## src/rtl/muldiv_seq_if.sv

```systemverilog
// Handshake between the EX-stage sequencer (ID/EX side) and the iterative M-unit.
// The master drives operands and control; the slave returns stall, result and strobe.
interface muldiv_seq_if #(
    parameter int XLEN = 32
);
    logic            valid_i;
    logic [2:0]      funct3_i;
    logic [XLEN-1:0] rs1_i;
    logic [XLEN-1:0] rs2_i;
    logic            flush_i;
    logic            stall_o;
    logic [XLEN-1:0] result_o;
    logic            result_valid_o;

    modport master (
        output valid_i, funct3_i, rs1_i, rs2_i, flush_i,
        input  stall_o, result_o, result_valid_o
    );

    modport slave (
        input  valid_i, funct3_i, rs1_i, rs2_i, flush_i,
        output stall_o, result_o, result_valid_o
    );
endinterface

```

## src/rtl/muldiv_seq.sv

```systemverilog
// Iterative RV32M multiply/divide unit: radix-2 shift-add multiply and restoring divide
// on operand magnitudes, one iteration per cycle, sign fixed up when the result is stored.
module muldiv_seq #(
    parameter  int XLEN  = 32,
    localparam int CNT_W = $clog2(XLEN)
) (
    input logic       clk_i,
    input logic       rst_ni,
    muldiv_seq_if.slave bus
);
    typedef enum logic [1:0] {IDLE, BUSY, DONE} state_e;

    localparam logic [CNT_W-1:0] LAST_ITER = CNT_W'(XLEN - 1);
    localparam logic [XLEN-1:0]  INT_MIN   = {1'b1, {(XLEN-1){1'b0}}};

    state_e            state_q, state_d;
    logic [CNT_W-1:0]  cnt_q, cnt_d;
    logic [2*XLEN:0]   acc_q, acc_d;
    logic [XLEN-1:0]   opb_q, opb_d;
    logic [2:0]        f3_q, f3_d;
    logic              neg_q, neg_d;
    logic [XLEN-1:0]   result_q, result_d;

    logic              stall;
    logic              rvalid;
    logic              sgn1, sgn2, neg1, neg2, in_neg;
    logic              div_by0, div_ovf, special;
    logic [XLEN-1:0]   special_res;
    logic [XLEN:0]     mul_sum;
    logic [2*XLEN:0]   mul_next;
    logic [XLEN:0]     div_shift;
    logic signed [XLEN+1:0] div_diff;
    logic [2*XLEN:0]   div_next;
    logic [2*XLEN:0]   acc_step;

    function automatic logic [XLEN-1:0] mag(input logic [XLEN-1:0] v, input logic neg);
        return neg ? -v : v;
    endfunction

    // Multiply: prod holds the 2*XLEN product. Divide: prod = {remainder, quotient}.
    function automatic logic [XLEN-1:0] finish_result(input logic [2:0]        f3,
                                                      input logic              neg,
                                                      input logic [2*XLEN-1:0] prod);
        logic [2*XLEN-1:0] p;
        logic [XLEN-1:0]   quo;
        logic [XLEN-1:0]   rem;
        p   = neg ? -prod : prod;
        quo = neg ? -prod[XLEN-1:0] : prod[XLEN-1:0];
        rem = neg ? -prod[2*XLEN-1:XLEN] : prod[2*XLEN-1:XLEN];
        if (f3[2]) begin
            return f3[1] ? rem : quo;
        end
        return (f3 == 3'b000) ? p[XLEN-1:0] : p[2*XLEN-1:XLEN];
    endfunction

    always_comb begin
        sgn1    = bus.funct3_i inside {3'b000, 3'b001, 3'b010, 3'b100, 3'b110};
        sgn2    = bus.funct3_i inside {3'b000, 3'b001, 3'b100, 3'b110};
        neg1    = sgn1 & bus.rs1_i[XLEN-1];
        neg2    = sgn2 & bus.rs2_i[XLEN-1];
        // Remainder takes the dividend's sign; everything else the product/quotient sign.
        in_neg  = (bus.funct3_i[2] & bus.funct3_i[1]) ? neg1 : (neg1 ^ neg2);
        div_by0 = bus.funct3_i[2] & (bus.rs2_i == '0);
        div_ovf = bus.funct3_i[2] & ~bus.funct3_i[0] &
                  (bus.rs1_i == INT_MIN) & (&bus.rs2_i);
        special = div_by0 | div_ovf;
        if (div_by0) begin
            special_res = bus.funct3_i[1] ? bus.rs1_i : '1;
        end else begin
            special_res = bus.funct3_i[1] ? '0 : bus.rs1_i;
        end
    end

    always_comb begin
        mul_sum   = acc_q[2*XLEN:XLEN] + (acc_q[0] ? {1'b0, opb_q} : '0);
        mul_next  = {1'b0, mul_sum, acc_q[XLEN-1:1]};
        div_shift = {acc_q[2*XLEN-1:XLEN], acc_q[XLEN-1]};
        div_diff  = $signed({1'b0, div_shift}) - $signed({2'b00, opb_q});
        if (div_diff[XLEN+1]) begin
            div_next = {div_shift, acc_q[XLEN-2:0], 1'b0};
        end else begin
            div_next = {div_diff[XLEN:0], acc_q[XLEN-2:0], 1'b1};
        end
        acc_step  = f3_q[2] ? div_next : mul_next;
    end

    always_comb begin
        state_d  = state_q;
        cnt_d    = cnt_q;
        acc_d    = acc_q;
        opb_d    = opb_q;
        f3_d     = f3_q;
        neg_d    = neg_q;
        result_d = result_q;
        stall    = 1'b0;
        rvalid   = 1'b0;
        case (state_q)
            IDLE: begin
                if (bus.valid_i) begin
                    stall = 1'b1;
                    f3_d  = bus.funct3_i;
                    neg_d = in_neg;
                    opb_d = mag(bus.rs2_i, neg2);
                    acc_d = {{(XLEN+1){1'b0}}, mag(bus.rs1_i, neg1)};
                    cnt_d = '0;
                    if (special) begin
                        result_d = special_res;
                        state_d  = DONE;
                    end else begin
                        state_d  = BUSY;
                    end
                end
            end
            BUSY: begin
                stall = 1'b1;
                acc_d = acc_step;
                cnt_d = cnt_q + CNT_W'(1);
                if (cnt_q == LAST_ITER) begin
                    result_d = finish_result(f3_q, neg_q, acc_step[2*XLEN-1:0]);
                    state_d  = DONE;
                end
            end
            DONE: begin
                rvalid  = 1'b1;
                state_d = IDLE;
            end
            default: state_d = IDLE;
        endcase
        // A killed op leaves no trace: previous result is kept, nothing is strobed.
        if (bus.flush_i) begin
            stall    = 1'b0;
            rvalid   = 1'b0;
            result_d = result_q;
            state_d  = IDLE;
        end
    end

    always_ff @(posedge clk_i or negedge rst_ni) begin
        if (!rst_ni) begin
            state_q  <= IDLE;
            cnt_q    <= '0;
            acc_q    <= '0;
            opb_q    <= '0;
            f3_q     <= '0;
            neg_q    <= 1'b0;
            result_q <= '0;
        end else begin
            state_q  <= state_d;
            cnt_q    <= cnt_d;
            acc_q    <= acc_d;
            opb_q    <= opb_d;
            f3_q     <= f3_d;
            neg_q    <= neg_d;
            result_q <= result_d;
        end
    end

    // Stall is combinational from valid_i, so it is gated by reset to stay low there.
    assign bus.stall_o        = rst_ni & stall;
    assign bus.result_valid_o = rvalid;
    assign bus.result_o       = result_q;
endmodule
```

## src/flat_wrapper.sv

```systemverilog
// flat-port wrapper written by rule: the top's interface ports become plain ports
module muldiv_seq_flat 
#(
    parameter  int XLEN  = 32,
    localparam int CNT_W = $clog2(XLEN)
)
  (clk_i, rst_ni, bus_valid_i, bus_funct3_i, bus_rs1_i, bus_rs2_i, bus_flush_i, bus_stall_o, bus_result_o, bus_result_valid_o);
  muldiv_seq_if #(.XLEN(XLEN)) bus_i ();
  input logic clk_i;
  input logic rst_ni;
  input wire logic [$bits(bus_i.valid_i)-1:0] bus_valid_i;
  input wire logic [$bits(bus_i.funct3_i)-1:0] bus_funct3_i;
  input wire logic [$bits(bus_i.rs1_i)-1:0] bus_rs1_i;
  input wire logic [$bits(bus_i.rs2_i)-1:0] bus_rs2_i;
  input wire logic [$bits(bus_i.flush_i)-1:0] bus_flush_i;
  output wire logic [$bits(bus_i.stall_o)-1:0] bus_stall_o;
  output wire logic [$bits(bus_i.result_o)-1:0] bus_result_o;
  output wire logic [$bits(bus_i.result_valid_o)-1:0] bus_result_valid_o;
  assign bus_i.valid_i = bus_valid_i;
  assign bus_i.funct3_i = bus_funct3_i;
  assign bus_i.rs1_i = bus_rs1_i;
  assign bus_i.rs2_i = bus_rs2_i;
  assign bus_i.flush_i = bus_flush_i;
  assign bus_stall_o = bus_i.stall_o;
  assign bus_result_o = bus_i.result_o;
  assign bus_result_valid_o = bus_i.result_valid_o;
  muldiv_seq #(.XLEN(XLEN)) u_core (.clk_i(clk_i), .rst_ni(rst_ni), .bus(bus_i));
endmodule
```

## config.mk

```make
export PLATFORM = sky130hd
export DESIGN_NAME = muldiv_seq_flat
export DESIGN_NICKNAME = d
export VERILOG_FILES = /design/src/rtl/muldiv_seq_if.sv /design/src/rtl/muldiv_seq.sv /design/src/flat_wrapper.sv
export SDC_FILE = /design/constraint.sdc
export NUM_CORES = 1
export LEC_CHECK = 0
export BUFFER_PORTS_ARGS = -buffer_cell sky130_fd_sc_hd__buf_2
export CAP_MARGIN = 5
export CORE_ASPECT_RATIO = 0.9
export CORE_MARGIN = 2
export CORE_UTILIZATION = 40
export CTS_CLUSTER_SIZE = 40
export DETAILED_ROUTE_END_ITERATION = 8
export GPL_ROUTABILITY_DRIVEN = 0
export PLACE_DENSITY = 0.57
export SYNTH_ARGS = -nofsm -noshare
export SYNTH_HDL_FRONTEND = slang
export SYNTH_SLANG_ARGS = --single-unit
```

## constraint.sdc

```tcl
create_clock -name clk_i -period 6.2 [get_ports clk_i]
set_input_delay 0.93 -clock clk_i [delete_from_list [all_inputs] [get_ports clk_i]]
set_output_delay 0.93 -clock clk_i [all_outputs]
set_load 0.03 [all_outputs]
```

==> results.toml <==
[power]
ir_drop_mv = 0.237
powerDensity_nw_per_um2 = 476
total_power_mw = 8.14
p_seq_frac = 0.190
power_frac_comb = 0.686
p_int_mw = 3.65
power_frac_clock = 0.124
p_leak_nw = 7.13
switching_share = 0.551
power_switching_mw = 4.49

[run]
drv_cap = 0

[floorplan]
core_um2 = 38300
die_h_um = 191
rows = 68
io_pins = 105
initial_utilization = 0.406
die_area_um2 = 40400
die_w_um = 212

[setup_path]
cp_top_family = "compound AO/OA/AOI/OAI gates"
crit_buf_inv = 2
path_cells = "ha_1 -> a21oi_1 -> o21ai_1 -> a221o_1 -> o21ai_2 -> a31o_2 -> a31oi_1 -> inv_1 -> ha_1 -> inv_1 -> a2111oi_2 -> and3_2 -> nand4_2 -> nand2b_4 -> or3_1 -> mux2_1 -> a211o_1 -> a21oi_1"
worstSetupPathType = "register to register"
end_kind = "register"
cpPeakStageDelay_ns = 0.45
cp_max_fo = 11
cp-start-kind = "register"
critical-path-slowest-cell = "a2111oi_2"
crit_required_ns = 6.59
cp.arrival_ns = 5.91

[synth]
synthFlopType = "dfrtp_1"
synth_compound_area_frac = 0.304
synth_cells = 2082
ys_ff_latch = 140
seq_area_frac_synth = 0.225
synth_edf_count = 0
yosysTopAreaCellShare = 0.225
synthDistinctLibCells = 100
syn_avg_cell_area_um2 = 7.46
synth_top_cells_by_area = "dfrtp_1 23%, o21ai_0 6.9%, nand2_1 6.3%, ha_1 5.7%, a21oi_1 5.6%"
async_reset_ff_frac = 1.00
synthesis.area_um2 = 15500
synthAdderAreaFrac = 0.0597
ys_warn_count = 0
synth_top_family_by_area = "compound AO/OA/AOI/OAI gates"
synthSimpleGateAreaFrac = 0.232
synth_xor_xnor_area_share = 0.0969
synth_nets = 2226
synth_top_area_cell = "dfrtp_1"
synthMuxAreaShare = 0.0342

[route]
drt.antenna.violating_nets = 0
dr.pass1.iters = 7
wl_per_cell_um = 23.9
wirelength_mm = 62.8
drc = 0
post_drt_via_cell_ratio = 6.43
initialDrtViolationCount = 1892
vias = 16900

[clock_tree]
cts.path.max_buffers = 2
hold_buffers = 0
cts_resized = 0
cts_buffers = 17
postCtsSetupRepairBufs = 0
cts.htree.levels = 4
clk_pin_slew_ns = 0.07
root_buffer = "clkbuf_16"
cts_tree = "done"
worst_skew_pair.late_latency_ns = 0.47
clock_sinks = 140

[global_routing]
grt_max_degree = 93
use_met2 = 0.437
busiest_layer = "met1"
antenna_found_initial = 1
grt_pass1_wl_mm = 94.8
grt_pass1_vias = 15500
grtUsageMet1 = 0.460
met3_usage = 0.0729
grtUsageTotal = 0.309
overflow = 0

[min_path]
min_path_type = "input pin to async pin"

[sta]
relSlewSlack = 0.225
hold_ws_ns = 0.354
setup_ws_ns = 0.678
fmax_ghz = 0.181
slew_violations = 0
skew_ns = 0.0186
tns_ns = 0
worstMarginPinSlew_ns = 1.15
hold_violations = 0
min_period_over_period = 0.891
rsz0062_at_grt = "no"
setup_viol = 0
min_period_ns = 5.52

[cells_and_area]
nets = 2270
ff_latch_area_um2 = 3510
area_growth_pct = 9.96
final_common_cell = "nand2_1"
finalNonFillerCells = 2630
multi_input_area_um2 = 11300
final_cell_mix = "262 x nand2_1, 213 x o21ai_0, 174 x a21oi_1"
finish.utilization = 0.446
nFillCells = 3949
final_area_um2 = 17100
drive_above_1_share = 0.111

[place]
placed_cells = 2597
dpl.hpwl_mm = 48.7
port_buffers = 104
dp_slack_ns = 0.843
dpl-instance-area_um2 = 16500

[outcome]
status = "complete, no violations"
-- final timing paths --
| path | from | to | slack [ns] | depth (start not counted) |
|---|---|---|---|---|
| min in group clk_i | u_core.bus.result_o[8] | u_core.bus.result_o[8] | 0.48 | 2 |
| max | u_core.acc_q[39] | u_core.bus.result_o[20] | 0.68 | 18 |
| max in group asynchronous | rst_ni | u_core.opb_q[5] | 4.56 | 2 |
| min | rst_ni | u_core.bus.result_o[23] | 0.35 | 1 |
| min reg2reg | u_core.bus.result_o[8] | u_core.bus.result_o[8] | 0.48 | 2 |
| max reg2reg | u_core.acc_q[39] | u_core.bus.result_o[20] | 0.68 | 18 |
-- state kept, by name, indices dropped and copies added, names as in the netlist --
register and cells:
u_core.cnt_q 5, u_core.state_q 2, u_core.f3_q 3, u_core.opb_q 32, u_core.acc_q 65, u_core.neg_q 1
u_core.bus.result_o 32
-- power groups by stage --
stage	logic (mW)	clock network [mW]	registers [mW]
global placement	5.39	0	1.54
finish	5.59	1.01	1.54
detailed placement	5.43	0	1.54
CTS	5.45	1.02	1.53
global route	6.03	1.06	1.57
floorplan	3.74	0	1.55
-- layout make-up --
type                    count  share of cell area
diodes                      1            0.000146
clock buffers              17              0.0249
clock inverters            15             0.00754
inverters                  66              0.0145
multi-input cells        1757               0.663
flip-flops and latches    140               0.205
well taps                 490              0.0359
repair buffers            144              0.0491
-- layer usage --
metal	wire, um	up-vias
met1	29000	8217
met4	1710	0
met5	0	-
met3	6090	102
li1	-	7758
met2	25900	830
-- cells in the mapped netlist (all sizes together) (14+ instances only) --
cell type,count
o21ai,226
nor2,147
o31ai,31
nor4,14
a211oi,27
mux2i,43
a31oi,30
xor2,83
inv,66
buf,33
o211ai,21
ha,71
dfrtp,140
and3,15
and2,47
nand2b,22
nor2b,14
or3,23
nand2,264
nand4,27
a21o,24
a21oi,175
nor3,68
o221ai,33
clkbuf,86
nand3,63
xnor2,89
o21a,16
-- cells by family after synthesis --
logic type	Yosys count
adder cells (fa/ha/maj)	73
multiplexers	52
buffers and inverters	185
AND/OR/NAND/NOR	737
XOR/XNOR	172
AO/OA/AOI/OAI	723
flip-flops	140
Note: power is estimated with default switching activity, not from simulation.
